<file path="src/rtl/sc_trace_buffer.sv">
`default_nettype none
// ============================================================================
// Module   : sc_trace_buffer
// Purpose  : Post-trigger trace capture buffer for the single-cycle RISC-V
//            computer. Each clock it records the retired {pc, instr, alu, mem}
//            tuple into a rolling history. Once a PC trigger fires, it takes
//            POST_TRIG entries, counting the trigger entry, and then freezes.
//            The frozen history is read oldest-first, one 32-bit word per
//            transfer, over a valid/ready port.
// Ports    : clk, clrn (synchronous, active-low reset)
//            pc/instr/alu/mem : retired tuple, sampled every edge
//            arm              : restart capture (level, every edge)
//            trig_en/trig_pc  : PC-match trigger, or trigger on first sample
//            rd_valid/rd_ready/rd_data/rd_last : read port
//            state, count, ovf_cnt : status
// Options  : define SC_TRACE_OVF_CNT_EN to build the saturating 16-bit
//            overwrite counter; otherwise ovf_cnt is tied to 0.
// Revision : 1.0 - initial release
// ============================================================================
module sc_trace_buffer #(
  parameter int DEPTH     = 16,
  parameter int POST_TRIG = 8
) (
  input  logic                     clk,
  input  logic                     clrn,
  input  logic [31:0]              pc,
  input  logic [31:0]              instr,
  input  logic [31:0]              alu,
  input  logic [31:0]              mem,
  input  logic                     arm,
  input  logic                     trig_en,
  input  logic [31:0]              trig_pc,
  output logic                     rd_valid,
  input  logic                     rd_ready,
  output logic [31:0]              rd_data,
  output logic                     rd_last,
  output logic [1:0]               state,
  output logic [$clog2(DEPTH):0]   count,
  output logic [15:0]              ovf_cnt
);

  localparam int AW = $clog2(DEPTH);
  localparam int CW = AW + 1;

  typedef enum logic [1:0] {
    S_IDLE    = 2'd0,
    S_ARMED   = 2'd1,
    S_CAPTURE = 2'd2,
    S_STOPPED = 2'd3
  } state_t;

  state_t          r_state;
  state_t          w_state_nxt;
  logic [127:0]    r_mem [DEPTH];
  logic [AW-1:0]   r_wr_ptr;
  logic [AW-1:0]   r_rd_ptr;
  logic [CW-1:0]   r_count;
  logic [CW-1:0]   r_post;
  logic [1:0]      r_word;

  logic            w_trig;
  logic            w_wr;
  logic            w_xfer;
  logic            w_full;
  logic            w_rd_valid;
  logic [CW-1:0]   w_post_nxt;
  logic [127:0]    w_entry;
  logic [31:0]     w_word;

  assign w_trig     = !trig_en || (pc == trig_pc);
  assign w_full     = (r_count == CW'(DEPTH));
  assign w_post_nxt = r_post + 1'b1;
  assign w_rd_valid = (r_state == S_STOPPED) && (r_count != '0);

  // Next-state and per-edge actions. arm overrides every state; writes and
  // read transfers are mutually exclusive because they live in different
  // states.
  always_comb begin
    w_state_nxt = r_state;
    w_wr        = 1'b0;
    w_xfer      = 1'b0;
    if (arm) begin
      w_state_nxt = S_ARMED;
    end else begin
      case (r_state)
        S_ARMED: begin
          w_wr = 1'b1;
          if (w_trig) begin
            w_state_nxt = (POST_TRIG == 1) ? S_STOPPED : S_CAPTURE;
          end
        end
        S_CAPTURE: begin
          w_wr = 1'b1;
          if (w_post_nxt == CW'(POST_TRIG)) begin
            w_state_nxt = S_STOPPED;
          end
        end
        S_STOPPED: w_xfer = w_rd_valid && rd_ready;
        default:   ;
      endcase
    end
  end

  always_ff @(posedge clk) begin
    if (!clrn) begin
      r_state <= S_IDLE;
    end else begin
      r_state <= w_state_nxt;
    end
  end

  // Storage array has no reset; its contents are only visible while rd_valid.
  always_ff @(posedge clk) begin
    if (clrn && w_wr) begin
      r_mem[r_wr_ptr] <= {pc, instr, alu, mem};
    end
  end

  always_ff @(posedge clk) begin
    if (!clrn || arm) begin
      r_wr_ptr <= '0;
      r_rd_ptr <= '0;
      r_count  <= '0;
      r_post   <= '0;
      r_word   <= '0;
    end else begin
      if (w_wr) begin
        r_wr_ptr <= r_wr_ptr + 1'b1;
        // When full, the oldest entry is overwritten, so the read side moves
        // with the write side and the count stays at DEPTH.
        if (w_full) begin
          r_rd_ptr <= r_rd_ptr + 1'b1;
        end else begin
          r_count <= r_count + 1'b1;
        end
        if (r_state == S_ARMED && w_trig) begin
          r_post <= CW'(1);
        end else if (r_state == S_CAPTURE) begin
          r_post <= w_post_nxt;
        end
      end
      if (w_xfer) begin
        if (r_word == 2'd3) begin
          r_word   <= 2'd0;
          r_rd_ptr <= r_rd_ptr + 1'b1;
          r_count  <= r_count - 1'b1;
        end else begin
          r_word <= r_word + 2'd1;
        end
      end
    end
  end

  assign w_entry = r_mem[r_rd_ptr];

  always_comb begin
    w_word = 32'd0;
    case (r_word)
      2'd0:    w_word = w_entry[127:96];
      2'd1:    w_word = w_entry[95:64];
      2'd2:    w_word = w_entry[63:32];
      default: w_word = w_entry[31:0];
    endcase
  end

  assign rd_valid = w_rd_valid;
  assign rd_data  = w_rd_valid ? w_word : 32'd0;
  assign rd_last  = w_rd_valid && (r_word == 2'd3);
  assign state    = r_state;
  assign count    = r_count;

`ifdef SC_TRACE_OVF_CNT_EN
  logic [15:0] r_ovf_cnt;

  always_ff @(posedge clk) begin
    if (!clrn || arm) begin
      r_ovf_cnt <= 16'd0;
    end else if (w_wr && w_full && (r_ovf_cnt != 16'hFFFF)) begin
      r_ovf_cnt <= r_ovf_cnt + 16'd1;
    end
  end

  assign ovf_cnt = r_ovf_cnt;
`else
  assign ovf_cnt = 16'd0;
`endif

endmodule
`default_nettype wire

</file>
<file path="config.mk">
export PLATFORM = sky130hd
export DESIGN_NAME = sc_trace_buffer
export DESIGN_NICKNAME = d
export VERILOG_FILES = /design/src/rtl/sc_trace_buffer.sv
export SDC_FILE = /design/constraint.sdc
export NUM_CORES = 2
export LEC_CHECK = 0
export BUFFER_PORTS_ARGS = -buffer_cell sky130_fd_sc_hd__clkbuf_2
export CAP_MARGIN = 20
export CELL_PAD_IN_SITES_DETAIL_PLACEMENT = 0
export CELL_PAD_IN_SITES_GLOBAL_PLACEMENT = 1
export CORE_UTILIZATION = 60
export DETAILED_ROUTE_END_ITERATION = 7
export GPL_ROUTABILITY_DRIVEN = 1
export PLACE_DENSITY = 0.82
export SETUP_SLACK_MARGIN = 0.5
export SYNTH_ARGS = -nofsm -noshare
export SYNTH_HDL_FRONTEND = slang
export SYNTH_SLANG_ARGS = --single-unit
</file>
<file path="constraint.sdc">
create_clock -name clk -period 28.2 [get_ports clk]
set_input_delay 1.41 -clock clk [delete_from_list [all_inputs] [get_ports clk]]
set_output_delay 1.41 -clock clk [all_outputs]
set_load 0.1 [all_outputs]
</file>
Word level (Yosys, flattened, before mapping)
Memory sizes are Yosys's and may differ from the RTL's. A register that Yosys moved wholly into a read port is not among the register bits.
Cells that the tools add are included.
{ "totals": {"reg_bits": 22, "ram_bits": 2048, "elab_cells": 71, "mem_count": 1} }
{ "mem_list": {"columns": ["memory", "words", "width", "read_ports", "rd_clocked_by_memory_dff", "wr", "line_no", "rtl"], "rows": [
  ["r_mem", 16, 128, 1, 1, 1, "54", "logic [127:0] r_mem [DEPTH];"]
]} }
{ "op_classes": {"n_addsub": 6, "n_eq_ne": 13, "mux": 24, "bitwise": 1, "reduce_logical": 19} }
{ "ops": {"columns": ["cell", "count"], "rows": [
  ["32-bit one-hot mux with 3 select lines", 1],
  ["32-bit == test", 1],
  ["32-bit 2-to-1 mux", 1],
  ["5-bit 2-to-1 mux", 6],
  ["4-bit 2-to-1 mux", 5],
  ["5-bit by 1-bit adder with 5-bit output (second input constant)", 2],
  ["4-bit by 1-bit adder with 4-bit output (second input constant)", 2],
  ["2-bit == test (second input constant)", 4],
  ["1-bit 2-to-1 mux", 7],
  ["2-bit 2-to-1 mux", 3],
  ["3-bit != test (second input constant)", 2],
  ["3-bit AND reduction", 2],
  ["5-bit by 4-bit == test with 1-bit output (second input constant)", 1],
  ["5-bit == test (second input constant)", 1],
  ["1-bit logical AND", 5],
  ["5-bit nonzero test", 1],
  ["5-bit by 1-bit subtractor with 5-bit output (second input constant)", 1],
  ["2-bit by 1-bit == test with 1-bit output (second input constant)", 2],
  ["2-bit != test (second input constant)", 2],
  ["2-bit one-hot mux with 2 select lines", 1],
  ["2-bit nonzero test", 2],
  ["2-bit OR reduction", 2],
  ["3-bit nonzero test", 1],
  ["2-bit by 1-bit adder with 2-bit output (second input constant)", 1],
  ["other kinds (5)", 7]
]} }

Depth between registers and ports, before layout
{ "logic_depth": {"depth_word": 8, "ltp_mapped": 9, "depth_no_buf": 9} }

Worst setup path after synthesis
Ideal clock, no wire load.
{ "synth_timing": {"kind": "register -> register", "start": "reg r_state[0], in the netlist state[0]", "end": "mem r_mem[1][0], enable pin", "t_arrival_ns": 10.841, "path_slack_ns": 16.587, "path_stages_with_launch": 7, "path_buffers": 1, "path_cell_list": "dfxtp_1 > inv_1 > ha_1 > nor2_1 > clkbuf_1 > nand3_1 > nor3_1"} }
{ "synth_between": {"elab_chain_cells": 7} }
{ "synth_lines": {"columns": ["item", "line_no", "rtl"], "rows": [
  ["start: declaration", "52", "state_t r_state;"],
  ["start signal: assignment", "108", "r_state <= w_state_nxt;"],
  ["2-bit by 1-bit == test with 1-bit output / 2-bit == test (equally long branches)", "85", "case (r_state)"],
  ["2-bit OR reduction (no source line) (*)", null, null],
  ["1-bit 2-to-1 mux (*)", "85", null],
  ["1-bit 2-to-1 mux (*)", "82", "if (arm) begin"],
  ["1-bit logical AND (*)", "114", "if (clrn && w_wr) begin"],
  ["1-bit 2-to-1 mux (*)", "114", null],
  ["1-bit 2-to-1 mux (not written as such) (*)", "115", "r_mem[r_wr_ptr] <= {pc, instr, alu, mem};"],
  ["end: declaration", "54", null]
]} }
Mark *: on every way between the ends. The rest lies on a longest branch, timed or not.

==> results.md <==
- Status: completed
- Post-synth EDFFs: slightly above 2,000
- Die ar.: approximately 130,000 um2
- Detail Route Antenna Nets: 0
- Fillers: just under 8,000
- Cell area after synthesis: about 80,000 um2
- Fmax: approximately 120 MHz
- Ys Warns: 0
- Placer's final routability congestion estimate: approximately 0.79
- Total power: about 0.006 W
- First drt pass iteration count: 6
- Pwr/cell area: about 67 nW/um2
- WL per Instance: between 30 and 40 um
- Setup violation total in the final timing report: 0
- Initial antenna violation count: 31
- Die width: approximately 370 um
- Synth unique cells: 43
- Dominant synthesized flop cell: edfxtp_1
- # Post-CTS Setup Buffers: 0
- Async set-or-reset flop fraction in the synthesized netlist: 0%
- Clk Latency, worst-skew pair: 0.82 ns
- Slew @ Worst Pin: approximately 1.2 ns
- Leak: roughly 27 nW
- Vias per inst: ~6.9
- Setup crit start kind: register
- First-pass GRT wire length: around 280 mm
- Row cnt: 133
- Most common cell after layout, fill and taps aside: edfxtp_1
- Setup CP Type: register to primary output
- Core Area: 131,600 um2
- Req. time, crit path: ~27 ns
- Worst slack, placed: about 21 ns
- CTS tree: built
- Synthesized flop and latch total: 2,070
- Most frequent cells in the layout: 2,048 x edfxtp_1, 544 x mux4_2, 205 x clkbuf_2
- Layout cells sized above 1: a little under 30%
- Clock sink total: 2,070
- Resized cells post-CTS: 0
- Vias in the first global route: between 30,000 and 40,000
- Root buffer selected by CTS: clkbuf_16
- Worst Hold Margin: about 0.53 ns
- Num ports: between 200 and 250
- Grt total ovfl: 0
- Layout overhead on the synthesized area: 11.46%
- Post-synthesis sequential area ratio: between 70% and 80%
- Hold buffer count at cts: 0
- Die height: between 300 and 400 um
- Sum Neg Setup Slack: 0 ns
- CTS Buffer Depth: 3
- Worst setup EP type: primary output
- Peak supply drop: 68.13 uV
- RSZ-0062 raised after global routing: no
- Initial core utilization: slightly above 60%
- Crit path arrival time: between 6 and 7 ns
- Clock transition at path regs: around 0.07 ns
- H-tree levels: 4
- Crit Path Max Fanout: 43
- Iteration-0 DRC Markers: between 4,000 and 5,000
- Max-Slew Margin vs Limit: between 10% and 20%
- Endpoints failing hold: 0
- Final Cycle Share: 28.61%
- I/O Buffers: between 200 and 250
- Worst reg-to-reg path cell count: 8
- Num CTS Buffers: 195
- Post-Route WL: around 200 mm
- Post-route setup slack: 20.13 ns
- Via count: just under 40,000
- Max-cap violations: 0
- Largest net degree at the start of global routing: between 150 and 200
- Final min period: between 8 and 9 ns
- Tot GR Track Use: a little under a third
- Hold WC Path Type: register to register
- Fin nets: 3,864
- Dpl hpwl: between 100 and 150 mm
- Cell count after synthesis: 3,385
- Worst hold path stage count: 2
- Syn Area/Cell: 23.55 um2
- Setup Skew: 0.03772 ns
- Drc violations: 0
- Final Max Tran Viols: 0
## critical path, cell delays in order, from the launching register on
cell	delay, ns
dfxtp_4	0.75
buf_4	0.75
buf_4	0.80
buf_4	0.82
mux4_2	0.60
mux2i_1	0.20
o22ai_1	0.13
nor4_2	0.91
nor3_1	0.30
clkbuf_2	0.47
## where the power goes
part / total (W) / switching, W / internal, W
Sequential: 0.00339 / 0.00000260 / 0.00339
Combinational: 0.000103 / 0.0000819 / 0.0000212
Clock: 0.00250 / 0.00111 / 0.00139
Total: 0.00599 / 0.00120 / 0.00479
## synth_stat cells, types with 31 or more instances
library cell | count | share of area (%)
buf_2 | 61 | 0.38
buf_4 | 33 | 0.31
buf_6 | 31 | 0.44
clkbuf_1 | 57 | 0.27
edfxtp_1 | 2048 | 77
mux2i_1 | 196 | 2.5
mux4_2 | 544 | 15
nor2b_1 | 36 | 0.28
nor3_1 | 39 | 0.24
nor4_1 | 40 | 0.31
o22ai_1 | 98 | 0.77
xor2_1 | 38 | 0.42
## cells by family after synthesis
group           Yosys count  share of synthesized area [%]
flops                  2070                          77.69
fa+ha+maj                15                         0.2354
other cells               1                       0.004704
xor+xnor                 42                         0.4614
mux                     740                          17.83
simple gates            187                          1.273
buf+inv                 204                          1.503
compound gates          126                          1.006
## flip-flops by register name, summed over array words and instances, names as in the netlist
signal / cells
r_post: 5
r_wr_ptr: 4
count: 5
r_rd_ptr: 4
r_word: 2
state: 2
r_mem: 2048
## stage by stage
stage	util, %	cells	cell area, um2
global route	67.50	5602	88850
finish	67.51	5608	88870
CTS	67.45	5596	88780
detailed placement	62.86	5238	82740
global placement	62.81	5234	82680
floorplan	-	3400	79780
## final cells by class
cell class | count | area, um2 | area share (%)
Tap cell | 1755 | 2196 | 2.471
Multi-Input combinational cell | 1126 | 16850 | 18.96
Sequential cell | 2070 | 61950 | 69.71
Inverter | 12 | 45.04 | 0.05069
Antenna cell | 8 | 20.02 | 0.02253
Timing Repair Buffer | 279 | 1764 | 1.985
Clock inverter | 104 | 918.4 | 1.033
Clock buffer | 254 | 5122 | 5.764
## per-layer routing
layer	routed length, um	up-vias	GRT usage [%]	part of all wire (%)
met3	20390	370	7.123	10
met2	97270	2422	47.61	49
li1	-	15097	-	-
met1	75450	20499	42.13	38
met4	6725	38	10.79	3.4
met5	245	-	0	0.12
## path summary, 6_finish.rpt
kind | slack (ns) | from | to
max | 20.13 | r_rd_ptr[0] | rd_data[29]
min | 0.53 | r_post[0] | r_post[0]
max reg2reg | 22.89 | state[0] | r_mem[2][24]
min reg2reg | 0.53 | r_post[0] | r_post[0]
(Power assumes the default switching activity.)
